--- config.mk ---
export PLATFORM = sky130hd
export DESIGN_NAME = mux_arbiter2
export DESIGN_NICKNAME = d
export VERILOG_FILES = /design/src/rtl/mux_arbiter2.sv
export SDC_FILE = /design/constraint.sdc
export NUM_CORES = 1
export LEC_CHECK = 0
export BUFFER_PORTS_ARGS = -buffer_cell sky130_fd_sc_hd__buf_2
export CORE_MARGIN = 2
export CORE_UTILIZATION = 50
export DETAILED_ROUTE_END_ITERATION = 10
export PLACE_DENSITY = 0.82
export SYNTH_ARGS = -nofsm -noshare
export SYNTH_HDL_FRONTEND = slang
export SYNTH_SLANG_ARGS = --single-unit
--- constraint.sdc ---
create_clock -name clock -period 3.2 [get_ports clock]
set_input_delay 0.16 -clock clock [delete_from_list [all_inputs] [get_ports clock]]
set_output_delay 0.16 -clock clock [all_outputs]
set_load 0.02 [all_outputs]
--- src/rtl/mux_arbiter2.sv ---
// Two-requester round-robin arbiter driving a registered 2:1 mux with bounded grant hold.
// Optional grant statistics counters are enabled by defining MUX_ARB_STATS_EN.
module mux_arbiter2 #(
  parameter int unsigned W        = 1,
  parameter int unsigned MAX_HOLD = 8,
  parameter int unsigned HOLD_W   = 4,
  parameter int unsigned STAT_W   = 8
) (
  input  logic              clock,
  input  logic              reset,
  input  logic [1:0]        req,
  input  logic [W-1:0]      x,
  input  logic [W-1:0]      y,
  output logic [1:0]        gnt,
  output logic              s,
  output logic [W-1:0]      m,
  output logic              m_valid,
  output logic              busy
`ifdef MUX_ARB_STATS_EN
  ,
  output logic [STAT_W-1:0] gnt_cnt0,
  output logic [STAT_W-1:0] gnt_cnt1
`endif
);

  if (MAX_HOLD < 1 || MAX_HOLD > (2**HOLD_W - 1) || STAT_W < 1) begin : g_param_check
    $error("mux_arbiter2: illegal parameter combination");
  end

  typedef enum logic [1:0] {
    IDLE = 2'b00,
    G0   = 2'b01,
    G1   = 2'b10
  } state_t;

  localparam logic [HOLD_W-1:0] HOLD_LAST = HOLD_W'(MAX_HOLD - 1);

  state_t              state;
  state_t              next;
  logic [HOLD_W-1:0]   hold_cnt;
  logic                last;
  logic                entering;

  // Release is tested before preemption so a dropped requester is never regranted.
  always_comb begin
    next = IDLE;
    case (state)
      IDLE: begin
        case (req)
          2'b01:   next = G0;
          2'b10:   next = G1;
          2'b11:   next = last ? G0 : G1;
          default: next = IDLE;
        endcase
      end
      G0: begin
        if (!req[0])                              next = req[1] ? G1 : IDLE;
        else if (hold_cnt == HOLD_LAST && req[1]) next = G1;
        else                                      next = G0;
      end
      G1: begin
        if (!req[1])                              next = req[0] ? G0 : IDLE;
        else if (hold_cnt == HOLD_LAST && req[0]) next = G0;
        else                                      next = G1;
      end
      default: next = IDLE;
    endcase
  end

  assign entering = (next != state) && (next == G0 || next == G1);
  assign busy     = (state != IDLE);

  always_ff @(posedge clock or posedge reset) begin
    if (reset) begin
      state    <= IDLE;
      hold_cnt <= '0;
      last     <= 1'b1;
      gnt      <= '0;
      s        <= 1'b0;
      m        <= '0;
      m_valid  <= 1'b0;
    end else begin
      state <= next;
      if (entering) begin
        hold_cnt <= '0;
        last     <= (next == G1);
      end else if ((state == G0 || state == G1) && hold_cnt != HOLD_LAST) begin
        hold_cnt <= hold_cnt + HOLD_W'(1);
      end
      gnt     <= {next == G1, next == G0};
      s       <= (next == G1);
      m_valid <= (next == G0 || next == G1);
      if (next == G0)      m <= x;
      else if (next == G1) m <= y;
    end
  end

`ifdef MUX_ARB_STATS_EN
  always_ff @(posedge clock or posedge reset) begin
    if (reset) begin
      gnt_cnt0 <= '0;
      gnt_cnt1 <= '0;
    end else if (entering) begin
      if (next == G0 && gnt_cnt0 != '1) gnt_cnt0 <= gnt_cnt0 + STAT_W'(1);
      if (next == G1 && gnt_cnt1 != '1) gnt_cnt1 <= gnt_cnt1 + STAT_W'(1);
    end
  end
`endif

endmodule

==> results of run 1 <==
==> sequential cells by signal, indices dropped and copies added (netlist names) <==
signal / cells
hold_cnt: 4
gnt: 2
state: 2
last: 1
m: 1
m_valid: 1
==> area by class of cell <==
type | instances | area, um^2 | share of cell area
multi-input cells | 39 | 340 | 0.447
flip-flops and latches | 11 | 277 | 0.363
repair buffers | 12 | 65.1 | 0.0855
inverters | 9 | 33.8 | 0.0444
clock buffers | 4 | 26.3 | 0.0345
well taps | 15 | 18.8 | 0.0247
==> layer usage <==
layer / up-vias / share of wire / global-route usage / routed length (um)
li1: 237 / - / - / -
met5: - / 0 / 0 / 0
met1: 218 / 0.47 / 0.218 / 484
met2: 14 / 0.45 / 0.258 / 469
met3: 5 / 0.045 / 0.0333 / 46
met4: 0 / 0.032 / 0.125 / 33
==> worst max-delay path: stages, from the launching register on <==
cell	delay [ns]
dfrtp_1	0.41
ha_1	0.26
and3b_1	0.23
o211ai_2	0.13
a31o_2	0.22
inv_1	0.06
ha_1	0.36
a21oi_4	0.21
mux2_4	0.32
==> power breakdown <==
part | internal, W | leakage (nW) | total (W) | switching (W)
clock network | 0.0000482 | 0.0150 | 0.0000935 | 0.0000453
registers | 0.000205 | 0.140 | 0.000254 | 0.0000490
logic | 0.000211 | 0.236 | 0.000483 | 0.000272
total | 0.000464 | 0.390 | 0.000830 | 0.000366
==> repair_timing <==
| action | 4_1_cts | 5_1_grt |
|---|---|---|
| gates resized for setup | 0 | 0 |
| setup buffers | 0 | 0 |
| hold endpoints to repair | 10 | 0 |
| endpoints found under the setup margin | 0 | 0 |
| hold buffers | 1 | 0 |
==> metrics by stage <==
step | instances | hold slack (ns)
global placement | 85 | 0.157
floorplan | 60 | 0.0117
global route | 90 | 0.233
CTS | 90 | 0.186
detailed placement | 85 | 0.164
finish | 90 | 0.192
==> cell families (layout without fill, tap and decap cells) <==
family / count (synthesis) / after routing / share of synthesized area
simple gates: 17 / 17 / 0.156
flops: 11 / 11 / 0.420
buf+inv: 10 / 25 / 0.0627
compound gates: 9 / 9 / 0.112
fa+ha+maj: 7 / 7 / 0.133
xor+xnor: 3 / 3 / 0.0627
mux: 3 / 3 / 0.0532
==> synth_stat cells (all sizes together) <==
master  count
a21oi       4
a31o        2
and3        2
and3b       1
and4        1
buf         1
dfrtp      10
dfstp       1
ha          7
inv         9
mux2        1
mux2i       2
nand2       3
nand2b      2
nand4       1
nand4b      2
nor2        2
nor2b       1
nor3        1
o211ai      2
o21ai       1
or3         1
xnor2       2
xor2        1
==> worst min-delay path by stage <==
stage,startpoint,endpoint,slack (ns),cells past startpoint
after floorplan,reset,gnt[0],0.01,1
after global placement,reset,hold_cnt[1],0.16,2
after detailed placement,reset,state[1],0.16,2
after CTS,y,m,0.19,3
after global routing,y,m,0.23,3
final,y,m,0.19,3
==> impl_metrics.yaml, run 1 <==
outcome:
  outcome: "complete, no violations"
timing:
  clock.fmax_ghz: 0.439
  fin_ws_ns: 0.922
  max_slew_margin: 0.739
  tightest_slew_ns: 0.392
  grt_setup_unrepaired: "false"
  timing.final.crit_share: 0.712
  tns_ns: 0
  setup_viol: 0
  finClkSkew_ns: 0.00832
  hold_viol: 0
  slew_violations: 0
  post-route-min-period_ns: 2.28
floorplan:
  start_util: 0.519
  die_w_um: 40.3
  core_mm2: 0.00127
  fp.dieH_um: 40.3
  die-area_mm2: 0.00162
  io_pins: 12
  num_rows: 13
critical_path:
  cp.arrival_ns: 2.47
  cp.required_ns: 3.39
  startpoint_type: "flip-flop"
  r2r-end: "last"
  worstPathMaxFanout: 6
  r2r-start: "hold_cnt[0]"
  r2r_setup_slack_ns: 0.92
  reg2regPathDepth: 8
  crit_end: "last"
  crit_type: "flip-flop to flip-flop"
  end_kind: "flip-flop"
  crit_start: "hold_cnt[0]"
cells_and_area:
  n_antenna_cell: 0
  drive_above_1_share: 0.293
  fillCellCount: 110
  final_cell_mix: "11 x buf_2, 10 x dfrtp_1, 9 x inv_1, 7 x ha_1"
  fin_area_um2: 761
  area_growth_pct: 15.6
  nNetsFinal: 89
  final_util: 0.600
  final_common_cell: "buf_2"
power:
  vdd_drop_max_v: 0.000521
  power_w: 0.000830
  pwr_density_cell_mw_per_mm2: 1090
  p_leak_nw: 0.390
clock_tree:
  clockBufferDepth: 2
  cts.sinks: 11
  clk-insertion-delay-late_ns: 0.27
  numCtsBuffers: 3
  cts_tree: "done"
  cts_root_buf: "clkbuf_4"
  h-tree-depth: 1
  clk_pin_slew_ns: 0.07
place:
  place_ws_ns: 0.924
  numPortBuffers: 11
  dpl_cell_area_um2: 724
  gp_congestion: 0.692
  place_hpwl_um: 829
synth:
  synth_top_area_cell: "dfrtp_1"
  synth_cells: 60
  ys_seq_elements: 11
  syn_area_per_cell_um2: 11.0
  netlist.area_leader.share: 0.380
  synth.area.top_cells: "dfrtp_1 38%, ha_1 13%, inv_1 5.1%"
  synth_cell_types: 26
  syn-num-nets: 73
  yosys_warnings: 0
  seq_area_frac_synth: 0.420
  netlist_area_um2: 658
route:
  vias: 474
  ant_nets: 0
  post_drt_wl_per_cell_um: 11.5
  wirelength_mm: 1.03
  drcViolationCount: 0
  drtIter0Drc: 3
  drt-vias-per-instance: 5.27
  dr.pass1.iters: 4
grt:
  antenna_found_initial: 0
  grt_first_pass_wirelength_mm: 1.75
  grt-ovfl-total: 0
  grt_pass1_vias: 414
  grt_max_degree: 12
  grt_usage: 0.172
min_path:
  hp-class: "input pin to flip-flop"
run:
  maxCapViolations: 0
Power figures use the tool's default switching activity.
==> run 2, diff against run 1 <==
clock period = 2.3 ns   (was 3.2 ns; I/O delays follow)
==> run 2 against run 1 <==
Net effect: setup slack got worse by 0.81 ns; die area unchanged; critical path type unchanged; sequential share of layout area decreased by 0.60 points; largest power group unchanged; sequential cell count unchanged; largest cell class unchanged.
==> impl_metrics.yaml, run 2 (synthesis gave the netlist of run 1 again) <==
outcome:
  outcome: "complete, no violations"
cells_and_area:
  regMostFlops: "hold_cnt"
  reg.largest.list: "hold_cnt (4), gnt (2), state (2)"
  drive_above_1_share: 0.325
  final_common_cell: "buf_2"
  area_growth_pct: 18.1
  n_antenna_cell: 0
  largest_reg_flops: 4
  nNetsFinal: 91
  final_cell_mix: "11 x buf_2, 9 x inv_1, 9 x dfrtp_1, 7 x ha_1"
power:
  power_frac_seq: 0.297
  p_int_w: 0.000683
  vdd_drop_max_v: 0.000823
  pwr-share-clk: 0.106
  pwr_density_cell_mw_per_mm2: 1550
  power_switching_share: 0.432
  power_w: 0.00120
  p_leak_nw: 0.399
  comb_power_share: 0.598
  p_switching_w: 0.000519
clock_tree:
  cts.sinks: 11
  clk-insertion-delay-late_ns: 0.26
  numCtsBuffers: 3
  h-tree-depth: 1
  cts_root_buf: "clkbuf_4"
  cts_tree: "done"
  clk_pin_slew_ns: 0.07
  clockBufferDepth: 2
route:
  drtIter0Drc: 4
  wirelength_mm: 1.16
  ant_nets: 0
  post_drt_wl_per_cell_um: 12.6
  top_layer: "met4"
  wl_met1_um: 487
  drt-vias-per-instance: 5.18
  met3WireLength_um: 51
  dr.pass1.iters: 4
  drcViolationCount: 0
  vias: 477
  wl_met2_um: 618
floorplan:
  core_mm2: 0.00127
  num_rows: 13
  die_w_um: 40.3
  fp.dieH_um: 40.3
  io_pins: 12
  start_util: 0.519
  die-area_mm2: 0.00162
timing:
  setup_viol: 0
  grt_setup_unrepaired: "false"
  fin_ws_ns: 0.112
  tightest_slew_ns: 0.411
  slew_violations: 0
  timing.final.crit_share: 0.951
  post-route-min-period_ns: 2.19
  hold_viol: 0
  tns_ns: 0
  clock.fmax_ghz: 0.457
  max_slew_margin: 0.726
  finClkSkew_ns: 0.00161
min_path:
  whs_path_depth: 3
  hp-class: "input pin to flip-flop"
  hp-start: "y"
  min_to: "m"
grt:
  grt_max_degree: 12
  antenna_found_initial: 0
  grt_first_pass_wirelength_mm: 1.82
  grt_pass1_vias: 463
  grt-ovfl-total: 0
  grt_usage: 0.176
place:
  numPortBuffers: 11
  gp_congestion: 0.717
  place_ws_ns: 0.0467
  place_hpwl_um: 951
critical_path:
  r2r-start: "hold_cnt[0]"
  crit_type: "flip-flop to flip-flop"
  path_common_cell: "ha_1"
  startpoint_type: "flip-flop"
  r2r_setup_slack_ns: 0.11
  crit_path_cell_trace: "ha_1 -> and3b_1 -> o211ai_1 -> a31o_2 -> ha_1 -> a21oi_4 -> mux2_4"
  crit_path_top_delay_cell: "dfrtp_1"
  r2r-end: "last"
  critPathMaxStageDelay_ns: 0.40
  cp.required_ns: 2.49
  reg2regPathDepth: 7
  end_kind: "flip-flop"
  cp.arrival_ns: 2.38
  crit_start: "hold_cnt[0]"
  worstPathMaxFanout: 6
run:
  maxCapViolations: 0
==> run 2: changes by cell type in the layout (fill, tap and decap cells not counted), sizes merged <==
| cell | before | now |
|---|---|---|
| buf | 11 | 13 |
==> run 2: area by class of cell <==
class,count,area [um^2]
fillers,110,492
multi-input cells,39,340
flip-flops and latches,11,278
repair buffers,14,80.1
inverters,9,33.8
clock buffers,4,26.3
well taps,15,18.8
==> run 2: power groups by stage <==
stage / Combinational [W] / Clock (W) / Sequential, W
2_1_floorplan: 0.000504 / 0 / 0.000386
3_3_place_gp: 0.000678 / 0 / 0.000352
3_5_place_dp: 0.000708 / 0 / 0.000360
4_1_cts: 0.000711 / 0.000133 / 0.000356
5_1_grt: 0.000795 / 0.000139 / 0.000369
6_report: 0.000718 / 0.000127 / 0.000356
==> run 2: per-layer routing <==
| layer | GRT usage | up-vias |
|---|---|---|
| met1 | 0.190 | 225 |
| met5 | 0 | - |
| li1 | - | 237 |
| met2 | 0.319 | 13 |
| met4 | 0.108 | 0 |
| met3 | 0.0278 | 2 |
==> run 2: critical path, delay by kind of cell (launching register included) <==
kind	cells	cell delay (ns)
AO/OA/AOI/OAI	3	0.59
adder cells (fa/ha/maj)	2	0.57
flip-flops	1	0.40
multiplexers	1	0.31
AND/OR/NAND/NOR	1	0.24
==> run 2: what timing repair did <==
item	4_1_cts	5_1_grt
endpoints found under the setup margin	0	3
buffers inserted	0	1
hold buffers	1	0
resized for setup	0	1
endpoints found under the hold margin	10	0
==> run 2: worst max-delay path by stage <==
stage	cells after the start	endpoint
6_report	7	last
5_1_grt	7	last
4_1_cts	8	last
3_5_place_dp	8	last
3_3_place_gp	8	last
2_1_floorplan	8	last
==> run 2: metrics by stage <==
step,util,hold WS (ns),instances,instance area (um^2)
floorplan,-,-0.0333,60,658
global placement,0.577,0.109,86,732
detailed placement,0.577,0.124,86,732
CTS,0.606,0.181,91,768
global route,0.612,0.190,92,777
finish,0.612,0.172,92,777
==> run 3, diff against run 2 <==
CORE_UTILIZATION = 47   (was 50)
PLACE_DENSITY = 0.81   (was 0.82)
clock period = 1.9 ns   (was 2.3 ns; I/O delays follow)
==> run 3 against run 2 <==
Net effect: the run now ends with setup timing left; critical path depth stayed put; sequential power rose by 26%; utilization increased by 15 points; sequential share of layout area shrank 7.6 points; worst hold slack gained 0.034 ns; die area up 5.7%; clock power rose by 20%; register-to-register slack got worse by 0.19 ns; clock skew grew 0.0045 ns; sequential cell count stayed put.
==> impl_metrics.yaml, run 3 (synthesis gave the netlist of run 1 again) <==
timing:
  tns_ns: -0.189
  clock.fmax_ghz: 0.505
  setup_viol: 6
  fin_ws_ns: -0.0791
  timing.final.crit_share: 1.04
  post-route-min-period_ns: 1.98
  hold_viol: 0
  slew_violations: 0
  tightest_slew_ns: 0.409
  finClkSkew_ns: 0.00609
  hold_slack_ns: 0.206
  grt_setup_unrepaired: "true"
  max_slew_margin: 0.727
route:
  vias: 536
  wirelength_mm: 1.48
  dr.pass1.iters: 4
  drtIter0Drc: 5
  drt-vias-per-instance: 5.25
  ant_nets: 0
  post_drt_wl_per_cell_um: 14.5
  drcViolationCount: 0
critical_path:
  r2r_setup_slack_ns: -0.08
  crit_start: "hold_cnt[1]"
  cp.arrival_ns: 2.18
  reg2regPathDepth: 7
  worstPathMaxFanout: 4
  startpoint_type: "flip-flop"
  cp.required_ns: 2.10
  r2r-start: "hold_cnt[1]"
  crit_type: "flip-flop to flip-flop"
  end_kind: "flip-flop"
grt:
  grt_first_pass_wirelength_mm: 2.33
  antenna_found_initial: 0
  grt-ovfl-total: 0
  grt_pass1_vias: 512
  grt_max_degree: 12
  grt_usage: 0.185
clock_tree:
  clk_pin_slew_ns: 0.07
  numCtsBuffers: 3
  cts_root_buf: "clkbuf_4"
  clk-insertion-delay-late_ns: 0.27
  cts_tree: "done"
  clockBufferDepth: 2
  cts.sinks: 11
  h-tree-depth: 1
place:
  gp_congestion: 0.739
  place_hpwl_mm: 1.05
  numPortBuffers: 11
  dpl_cell_area_um2: 831
cells_and_area:
  regMostFlops: "hold_cnt"
  reg.largest.list: "hold_cnt (4), gnt (2), state (2)"
  area_growth_pct: 50.4
  drive_above_1_share: 0.621
  largest_reg_flops: 4
  n_antenna_cell: 0
  final_cell_mix: "11 x buf_2, 11 x buf_4, 8 x dfrtp_1, 6 x ha_4"
  fin_area_um2: 990
  nNetsFinal: 101
run:
  maxCapViolations: 0
outcome:
  violations: "setup timing"
  outcome: "finished, violations left"
min_path:
  hp-start: "y"
  hp-class: "input pin to flip-flop"
  whs_path_depth: 3
floorplan:
  fp.dieH_um: 41.4
  start_util: 0.506
  die-area_mm2: 0.00172
  num_rows: 13
  die_w_um: 41.4
  io_pins: 12
  core_mm2: 0.00130
power:
  power_w: 0.00193
  p_leak_nw: 0.464
  vdd_drop_max_v: 0.000972
  pwr_density_cell_mw_per_mm2: 1950
run 3: changes by cell type in the layout (fill, tap and decap cells not counted), moves of 2 or more:
cell,delta
inv_1,-6
ha_4,+6
inv_2,+3
inv_4,+3
buf_4,+9
a31o_2,-2
a31o_4,+2
ha_1,-7
run 3: layout make-up:
class / instances / area (um^2)
Multi-Input combinational cell: 39 / 465
Fill cell: 80 / 312
Sequential cell: 11 / 279
Timing Repair Buffer: 24 / 159
Inverter: 9 / 41.3
Clock buffer: 4 / 26.3
Tap cell: 15 / 18.8
run 3: path summary, 6_finish.rpt:
path                            endpoint
worst max-delay path                last
worst min-delay path                   m
worst max register to register      last
worst min register to register         m
max in group asynchronous           last
min in group asynchronous         gnt[0]
run 3: through the flow:
step           instances  worst slack [ns]  utilization
2_1_floorplan         60           -0.0440            -
6_report             102           -0.0791        0.761
3_5_place_dp          94            -0.134        0.638
3_3_place_gp          94           -0.0140        0.638
5_1_grt              102            -0.123        0.761
4_1_cts              101           -0.0834        0.690
run 3: what timing repair did:
action,CTS,global route
setup buffers,2,1
hold endpoints to repair,10,0
pin swaps,4,8
hold buffers,1,0
cloned,0,0
setup endpoints to repair,6,6
resized for setup,6,21
run 3: routing by layer:
metal	up-vias	wire length (um)	global-route usage
li1	261	-	-
met1	260	602	0.196
met2	11	783	0.331
met3	4	60	0.0783
met4	0	35	0.0516
met5	-	0	0
run 3: power by group:
part	leakage (nW)	total (W)	switching [W]	internal (W)
combinational	0.312	0.00133	0.000645	0.000684
sequential	0.137	0.000449	0.0000997	0.000350
clock	0.0150	0.000153	0.0000716	0.0000811
total	0.464	0.00193	0.000816	0.00112
run 3: critical path, cell delays in order (launching register included):
cell and delay, ns:
dfrtp_1 0.41, ha_4 0.17, and3b_2 0.23, o211ai_1 0.22
a31o_4 0.23, ha_4 0.22, a21oi_4 0.14, mux2_4 0.31
